## src/rtl/rr_arbiter10_pkg.sv

```systemverilog
// ----------------------------------------------------------------------------
// rr_arbiter10_pkg
// Shared definitions for the 10-way round-robin arbiter:
//   - NUM_REQ   : number of requesters sharing the resource
//   - IDX_W     : width of a requester index
//   - PTR_RESET : "last grantee" after reset, chosen so that the first search
//                 after reset starts at requester 0
//   - state_t   : arbiter FSM encoding (IDLE / GRANT / GAP)
// ----------------------------------------------------------------------------
package rr_arbiter10_pkg;

  localparam int NUM_REQ = 10;
  localparam int IDX_W   = 4;

  localparam logic [IDX_W-1:0] PTR_RESET = 4'd9;

  typedef enum logic [1:0] {
    IDLE  = 2'd0,
    GRANT = 2'd1,
    GAP   = 2'd2
  } state_t;

endpackage

```

## src/rtl/rr_arbiter10_decoder.sv

```systemverilog
// ----------------------------------------------------------------------------
// decoder4to10_jdl25175
// 4-to-10 one-hot decoder with enable.
// Ports:
//   enable  in   1   when low the output is all zeros
//   dec_in  in   4   binary index, 0..9 are decoded
//   dec_out out  10  one-hot image of dec_in (all zeros for 10..15)
// ----------------------------------------------------------------------------
module decoder4to10_jdl25175 (
  input  logic       enable,
  input  logic [3:0] dec_in,
  output logic [9:0] dec_out
);

  // Codes 10..15 have no requester behind them, so they decode to nothing;
  // this keeps the output at most one-hot for every possible input.
  always_comb begin
    dec_out = '0;
    if (enable && (dec_in < 4'd10)) begin
      dec_out = 10'd1 << dec_in;
    end
  end

endmodule

```

## src/rtl/rr_arbiter10.sv

```systemverilog
// ----------------------------------------------------------------------------
// rr_arbiter10
// Round-robin arbiter sharing one resource among 10 requesters, with a
// hold-time limit so no single requester can starve the others.
// Parameters:
//   MAX_HOLD  maximum consecutive cycles a grant may be held (1..31)
//   HOLD_W    width of the hold counter, 2^HOLD_W > MAX_HOLD
// Ports:
//   clk        in   1   system clock, rising edge
//   rst_n      in   1   asynchronous active-low reset
//   req        in   10  request lines, bit i = requester i wants the resource
//   done       in   1   current grantee releases the resource (GRANT only)
//   gnt_idx    out  4   index of current / most recent grantee (registered)
//   gnt_valid  out  1   high while a grant is active
//   gnt        out  10  one-hot grant, decode(gnt_idx) gated by gnt_valid
//   timeout    out  1   one-cycle pulse when a grant is revoked at MAX_HOLD
// ----------------------------------------------------------------------------
module rr_arbiter10
  import rr_arbiter10_pkg::*;
#(
  parameter int MAX_HOLD = 16,
  parameter int HOLD_W   = 5
) (
  input  logic               clk,
  input  logic               rst_n,
  input  logic [NUM_REQ-1:0] req,
  input  logic               done,
  output logic [IDX_W-1:0]   gnt_idx,
  output logic               gnt_valid,
  output logic [NUM_REQ-1:0] gnt,
  output logic               timeout
);

  localparam logic [HOLD_W-1:0] HOLD_LAST = HOLD_W'(MAX_HOLD - 1);

  state_t             state;
  logic [IDX_W-1:0]   ptr;
  logic [HOLD_W-1:0]  hold_cnt;

  logic               pick_found;
  logic [IDX_W-1:0]   pick_idx;
  logic               cur_req;
  logic               release_now;

  // Round-robin search: scan from (last + 1) upward, wrapping 9 -> 0, so the
  // last grantee is examined last and only wins when nobody else asks.
  // Result is {found, index}.
  function automatic logic [IDX_W:0] rr_pick(input logic [NUM_REQ-1:0] r,
                                             input logic [IDX_W-1:0]   last);
    logic             found;
    logic [IDX_W-1:0] win;
    int               cand;
    found = 1'b0;
    win   = '0;
    for (int i = 1; i <= NUM_REQ; i++) begin
      cand = int'(last) + i;
      if (cand >= NUM_REQ) begin
        cand = cand - NUM_REQ;
      end
      if (!found && r[cand[IDX_W-1:0]]) begin
        found = 1'b1;
        win   = cand[IDX_W-1:0];
      end
    end
    return {found, win};
  endfunction

  // Winner of the search, relevant only in IDLE and GAP.
  always_comb begin
    {pick_found, pick_idx} = rr_pick(req, ptr);
  end

  // Grant release: the grantee is done, has dropped its request, or has used
  // up its hold budget on this edge.
  always_comb begin
    cur_req     = (gnt_idx < 4'(NUM_REQ)) ? req[gnt_idx] : 1'b0;
    release_now = done || !cur_req || (hold_cnt == HOLD_LAST);
  end

  // Arbiter FSM. GAP always lasts one cycle, giving a dead cycle between
  // back-to-back grants. timeout is a single-cycle pulse, so it defaults low
  // every edge and is only raised when the hold limit alone ended the grant.
  always_ff @(posedge clk or negedge rst_n) begin
    if (!rst_n) begin
      state     <= IDLE;
      ptr       <= PTR_RESET;
      gnt_idx   <= '0;
      gnt_valid <= 1'b0;
      timeout   <= 1'b0;
      hold_cnt  <= '0;
    end else begin
      timeout <= 1'b0;
      case (state)
        IDLE, GAP: begin
          if (pick_found) begin
            state     <= GRANT;
            gnt_idx   <= pick_idx;
            gnt_valid <= 1'b1;
            hold_cnt  <= '0;
          end else begin
            state <= IDLE;
          end
        end
        GRANT: begin
          if (release_now) begin
            state     <= GAP;
            gnt_valid <= 1'b0;
            ptr       <= gnt_idx;
            timeout   <= !done && cur_req;
          end else begin
            hold_cnt <= hold_cnt + 1'b1;
          end
        end
        default: begin
          state     <= IDLE;
          gnt_valid <= 1'b0;
        end
      endcase
    end
  end

  // One-hot grant vector derived from the registered index.
  decoder4to10_jdl25175 u_dec (
    .enable  (gnt_valid),
    .dec_in  (gnt_idx),
    .dec_out (gnt)
  );

endmodule

```

## config.mk

```make
export PLATFORM = sky130hd
export DESIGN_NAME = rr_arbiter10
export DESIGN_NICKNAME = d
export VERILOG_FILES = /design/src/rtl/rr_arbiter10_pkg.sv /design/src/rtl/rr_arbiter10_decoder.sv /design/src/rtl/rr_arbiter10.sv
export SDC_FILE = /design/constraint.sdc
export NUM_CORES = 1
export LEC_CHECK = 0
export ABC_AREA = 1
export CAP_MARGIN = 20
export CORE_UTILIZATION = 60
export CTS_BUF_LIST = sky130_fd_sc_hd__clkbuf_16
export CTS_CLUSTER_DIAMETER = 40
export CTS_CLUSTER_SIZE = 20
export DETAILED_ROUTE_END_ITERATION = 7
export PLACE_DENSITY = 0.88
export REMOVE_ABC_BUFFERS = 1
export SYNTH_ARGS = -nofsm -noshare
export SYNTH_HDL_FRONTEND = slang
export SYNTH_SLANG_ARGS = --single-unit
```

## constraint.sdc

```tcl
create_clock -name clk -period 4.35 [get_ports clk]
set_input_delay 0.87 -clock clk [delete_from_list [all_inputs] [get_ports clk]]
set_output_delay 0.87 -clock clk [all_outputs]
set_load 0.01 [all_outputs]
```

Yosys cells after proc, flatten, opt, wreduce, memory -nomap -nowiden. Cells that the tools add are included.

Output and inout bits: 16. Register bits after elaboration: 17. Word-level logic and storage cells: 152.

Add/sub/neg operators: 21. Reduce and logical (&&, ||, !) cells: 31. Multiplexer cells: 65. Magnitude comparators: 22. Eq/ne operators: 6. Shift operators: 1.

Operator list (count): $mux 4 (20); $lt 4x5->1 const B (11); $ge 5x4->1 const B (10); $bmux 1 s4 (11); $sub 4x4->4 const B (10); $mux 1 (27); $add 4x3->5 const B (4); $add 4x4->5 const B (3); $logic_and 1x1->1 (11); $logic_not 1->1 (11); $add 4x2->5 const B (2); $mux 10 (1); $mux 5 (2); $pmux 5 s2 (1); $shl 1x4->10 const A (1); $ne 2x2->1 const B (3); $reduce_and 2->1 (3); $add 4x1->5 const B (1); $add 5x1->5 const B (1); $eq 5x4->1 const B (1); $lt 4x4->1 const B (1); $pmux 2 s2 (1); $reduce_and 3->1 (1); $eq 2x1->1 const B (1); other kinds (7) (8).

Logic depth before layout (Yosys ltp).
Word-level depth: 35. Mapped depth: 26.

By module. A second synthesis with hierarchy kept.

Cells, all modules: 537. Area total of the unflattened synthesis: 3196.8 µm².

By module, submodules not included: rr_arbiter10 (cells an instance 502, seq. area each 427.9 µm², instances 1, area each 3041.7 µm²); decoder4to10_jdl25175 (cells an instance 35, seq. area each 0.0 µm², instances 1, area each 155.1 µm²).

Least setup slack after synthesis. No wires, ideal clock.

Path kind: register to register. Start: register ptr[0]. End: register gnt_valid. Required time: 4233 ps. Path slack: 988 ps. Library setup time: 117 ps. Stages on the path, launching flop included: 24. Path buffers: 1. Period minus slack after synthesis: 3362 ps. Data arrival time: 3246 ps. Cell sequence: dfstp_2 inv_2 ha_1 buf_4 clkinv_1 ha_1 inv_1 a21oi_1 nand2_2 nand2_4 nand2_1 nand3_1 nand3_1 nand3_2 nand2_2 nand2_2 nor2_4 nand4_4 nor2_8 nand4_4 nand2_4 inv_2 nor2_1 nor2_1.

Word-level cells in the longest chain between the ends: 35.

Ends and longest elaborated chain: start, declared (line rr_arbiter10.sv:37) `logic [IDX_W-1:0] ptr;`; start signal, assigned (line rr_arbiter10.sv:108) `ptr <= gnt_idx;`; $add 4x1->5 (line rr_arbiter10.sv:56) `cand = int'(last) + i;`; $sub 4x4->4 / $ge 5x4->1 (equally long branches) (line rr_arbiter10.sv:58, rr_arbiter10.sv:57); $mux 4 (line rr_arbiter10.sv:57) `if (cand >= NUM_REQ) begin`; $bmux 1 s4 (line rr_arbiter10.sv:60) `if (!found && r[cand[IDX_W-1:0]]) begin`; $mux 1 (not written as such) (line rr_arbiter10.sv:60); $mux 1 (line rr_arbiter10.sv:60); $logic_not 1->1 (line rr_arbiter10.sv:60); $logic_and 1x1->1 (line rr_arbiter10.sv:60); [19 not listed]; $logic_not 1->1 (line rr_arbiter10.sv:60); $logic_and 1x1->1 (line rr_arbiter10.sv:60); $mux 1 (line rr_arbiter10.sv:60); $logic_not 1->1 (line rr_arbiter10.sv:60); $logic_and 1x1->1 (line rr_arbiter10.sv:60); $mux 1 (*) (line rr_arbiter10.sv:60); $ne 2x2->1 (no line) (*); $reduce_and 2->1 (no line) (*); end signal, assigned (line rr_arbiter10.sv:88) `gnt_valid <= 1'b0;`; end signal, assigned (line rr_arbiter10.sv:98) `gnt_valid <= 1'b1;`; end signal, assigned (line rr_arbiter10.sv:107) `gnt_valid <= 1'b0;`; end, declared (line rr_arbiter10.sv:29) `output logic gnt_valid,`.

Every way passes the cells marked *; elsewhere a longest branch is shown, timed or not. The select of a mux whose other input is x is not followed. A chain may end at the register's enable or synchronous reset.

Worst setup path in the final report.
Start: register ptr[0]. End: register gnt_idx[3].

Word-level cells in the longest chain between the ends: 34.

Ends and longest elaborated chain: $add 4x1->5 (line rr_arbiter10.sv:56); $sub 4x4->4 / $ge 5x4->1 (equally long branches) (line rr_arbiter10.sv:58, rr_arbiter10.sv:57); $mux 4 (line rr_arbiter10.sv:57); $bmux 1 s4 (line rr_arbiter10.sv:60); $mux 1 (not written as such) (line rr_arbiter10.sv:60); $mux 1 (line rr_arbiter10.sv:60); $logic_not 1->1 (line rr_arbiter10.sv:60); $logic_and 1x1->1 (line rr_arbiter10.sv:60); [18 not listed]; $mux 1 (line rr_arbiter10.sv:60); $logic_not 1->1 (line rr_arbiter10.sv:60); $logic_and 1x1->1 (line rr_arbiter10.sv:60); $mux 1 (line rr_arbiter10.sv:60); $logic_not 1->1 (line rr_arbiter10.sv:60); $logic_and 1x1->1 (line rr_arbiter10.sv:60); $mux 1 (line rr_arbiter10.sv:60); $reduce_and 2->1 (no line); end signal, assigned (line rr_arbiter10.sv:97) `gnt_idx <= pick_idx;`; end, declared (line rr_arbiter10.sv:28) `output logic [IDX_W-1:0] gnt_idx,`.

Several ways; a longest one is shown, not always the timed one. The select of a mux whose other input is x is not followed.

==> out/results.ini <==
[sta]
setup_viol = 0
finalCritPeriodShare_pct = 87.96
skew_ps = 1.383
layout_setup_ws_ps = 523.7
hold_viol = 0
slew_headroom_pct = 34.92
setup_tns_ps = 0
drv_slew = 0
worst_pin_slew_ps = 966.0
fmax_mhz = 261.3
period_minus_slack_ps = 3826
grt_setup_unrepaired = no

[grt]
gr-total-overflow = 0
grt_antenna_before_repair = 0
grt_usage_pct = 35.39
grt_max_degree = 19
grt_pass1_vias = 3451
grt_pass1_wl_um = 16460

[drt]
ant_nets = 0
dr.pass1.iters = 5
dr_wl_met2_um = 4524
vias = 3790
dr.max_layer_used = met4
wirelength_met1_um = 4579
drc = 0
first_iter_violations = 417
vias_per_cell = 5.849
wire_per_inst_um = 15.81
wl_met3_um = 795
finalWirelength_um = 10240

[cts]
clock-root-buffer = clkbuf_16
cts.sinks = 17
cts_resized = 0
hold_buffers = 0
insertion_delay_ps = 250
cts.path.max_buffers = 2
clkSlewWorstSetupHoldPaths_ps = 50
cts_tree = yes
htree_levels = 1
cts_made_buffers = 3
post_cts_buffers = 0

[yosys]
yosysSeqAreaShare_pct = 12.97
ys_warn_count = 0
ys_types = 48
syn_area_um2 = 3299
synth-main-ff-cell = dfrtp_1
async_flop_share_pct = 100.0
syn_area_per_cell_um2 = 6.043
ys_ff_latch = 17
synth_edf_count = 0
syn_inst = 546

[worst_setup_path]
critical_path_buf_inv_count = 3
path_cells = inv_2, ha_1, clkinv_1, ha_1, inv_1, a21oi_1, nand2_2, nand3_2, nand2_1, nand2_1, nand3_2, nand3_2, nand2_2, nand2_2, nor2_4, nand4_4, nor2_8, nand4_1, nor2_1, nor2_1, nand2_1, nand2_1
crit_arrival_ps = 3960
cp_slowest_stage_delay_ps = 650
cp-end-kind = flop
reg2regPathDepth = 22
critPathRequiredTime_ps = 4490
worstPathMaxFanout = 10
start_kind = flop
crit_cells = 22
crit_family = simple AND/OR/NAND/NOR gates
cpMostUsedCell = nand2_1
cpMaxStageDelayCell = dfstp_2
crit_type = reg -> reg

[die]
start_util_pct = 63.39
num_rows = 26
core_area_um2 = 5205
die_h_um = 76.16
die-area_um2 = 5800
die_w_um = 76.16
io_pins = 29

[finish]
final_common_cell = nand2_1
drive_gt1_share_pct = 14.01
layout_common_cells = nand2_1 (151), nand3_1 (75), inv_1 (62)
nFillCells = 439
area_delta_synth_final_pct = 13.20
antenna_cells = 0
final_nets = 617

[outcome]
status = complete, no violations

[place]
dp_worst_setup_slack_ps = 624.9
place_congestion = 1.021
io_buffer_count = 28
place_hpwl_um = 8114

[hold_path]
hold_path_depth = 3
hold_class = reg -> reg

[run]
drv_cap = 0

==> logic make-up (layout without fill, tap and decap cells) <==
logic type      after synthesis  in the layout  share of synthesized area (%)
compound gates               61             61                          11.34
xor+xnor                     10             10                          2.655
fa+ha+maj                    25             25                          9.708
buf+inv                      84            116                          10.47
flops                        17             17                          12.97
mux                           3              3                          1.024
simple gates                346            346                          51.84
==> final timing paths <==
kind,slack (ps),from,endpoint
min in group asynchronous,1090,rst_n,gnt_idx[1]$_DFFE_PN0P_
setup / recovery,520,ptr[0]$_DFFE_PN1P_,gnt_idx[3]$_DFFE_PN0P_
hold / removal,520,state[1]$_DFFE_PN0P_,timeout$_DFF_PN0_
hold reg to reg,520,state[1]$_DFFE_PN0P_,timeout$_DFF_PN0_
setup reg to reg,520,ptr[0]$_DFFE_PN1P_,gnt_idx[3]$_DFFE_PN0P_
max in group asynchronous,2770,rst_n,ptr[2]$_DFFE_PN0P_
==> tightest hold or removal path, stage by stage, from the launching register on <==
cell     delay [ps]
dfrtp_1         320
nor2_1           70
nand2_1          60
nor2_1           40
==> metrics by stage <==
step	utilization (%)	cell area, µm²	hold WS (ps)	cells
floorplan	-	3251	476.7	541
global placement	70.24	3656	497.7	644
detailed placement	70.24	3656	513.8	644
CTS	71.75	3735	518.8	648
global route	71.75	3735	536.1	648
finish	71.75	3735	515.8	648
==> cells in the mapped netlist (5+ instances only) <==
| cell | count | area (µm²) |
|---|---|---|
| inv_2 | 17 | 63.81 |
| inv_1 | 61 | 229.0 |
| nand2_1 | 151 | 566.8 |
| nor2_1 | 46 | 172.7 |
| ha_1 | 24 | 300.3 |
| dfrtp_1 | 15 | 375.4 |
| o21ai_0 | 11 | 55.05 |
| nand2_2 | 21 | 131.4 |
| nand4_1 | 16 | 100.1 |
| o21ai_1 | 21 | 105.1 |
| nand3_1 | 75 | 375.4 |
| nand3_2 | 5 | 50.05 |
| xor2_1 | 8 | 70.07 |
| o21ai_2 | 5 | 43.79 |
| a21oi_1 | 9 | 45.04 |
==> sequential cells by signal, summed over array words and instances, names as in the netlist <==
signal / flops
hold_cnt: 5
gnt_idx: 4
ptr: 4
state: 2
gnt_valid: 1
timeout: 1
==> per-layer routing <==
metal	up-vias	GRT usage [%]
met4	0	12.88
met5	-	0
met3	38	5.389
met2	187	56.27
li1	1853	-
met1	1712	48.52
==> layout make-up <==
| cell class | instances | area (µm²) | share of cell area [%] |
|---|---|---|---|
| inverter | 79 | 296.5 | 7.940 |
| timing repair buffer | 33 | 317.8 | 8.509 |
| clock buffer | 3 | 75.07 | 2.010 |
| clock inverter | 1 | 3.754 | 0.1005 |
| sequential | 17 | 427.9 | 11.46 |
| tap | 70 | 87.58 | 2.345 |
| multi-input combinational | 445 | 2526 | 67.64 |
Power is left out: the tool's default activity adds up to more than one toggle a clock period on the data nets, which glitch-free logic cannot reach.
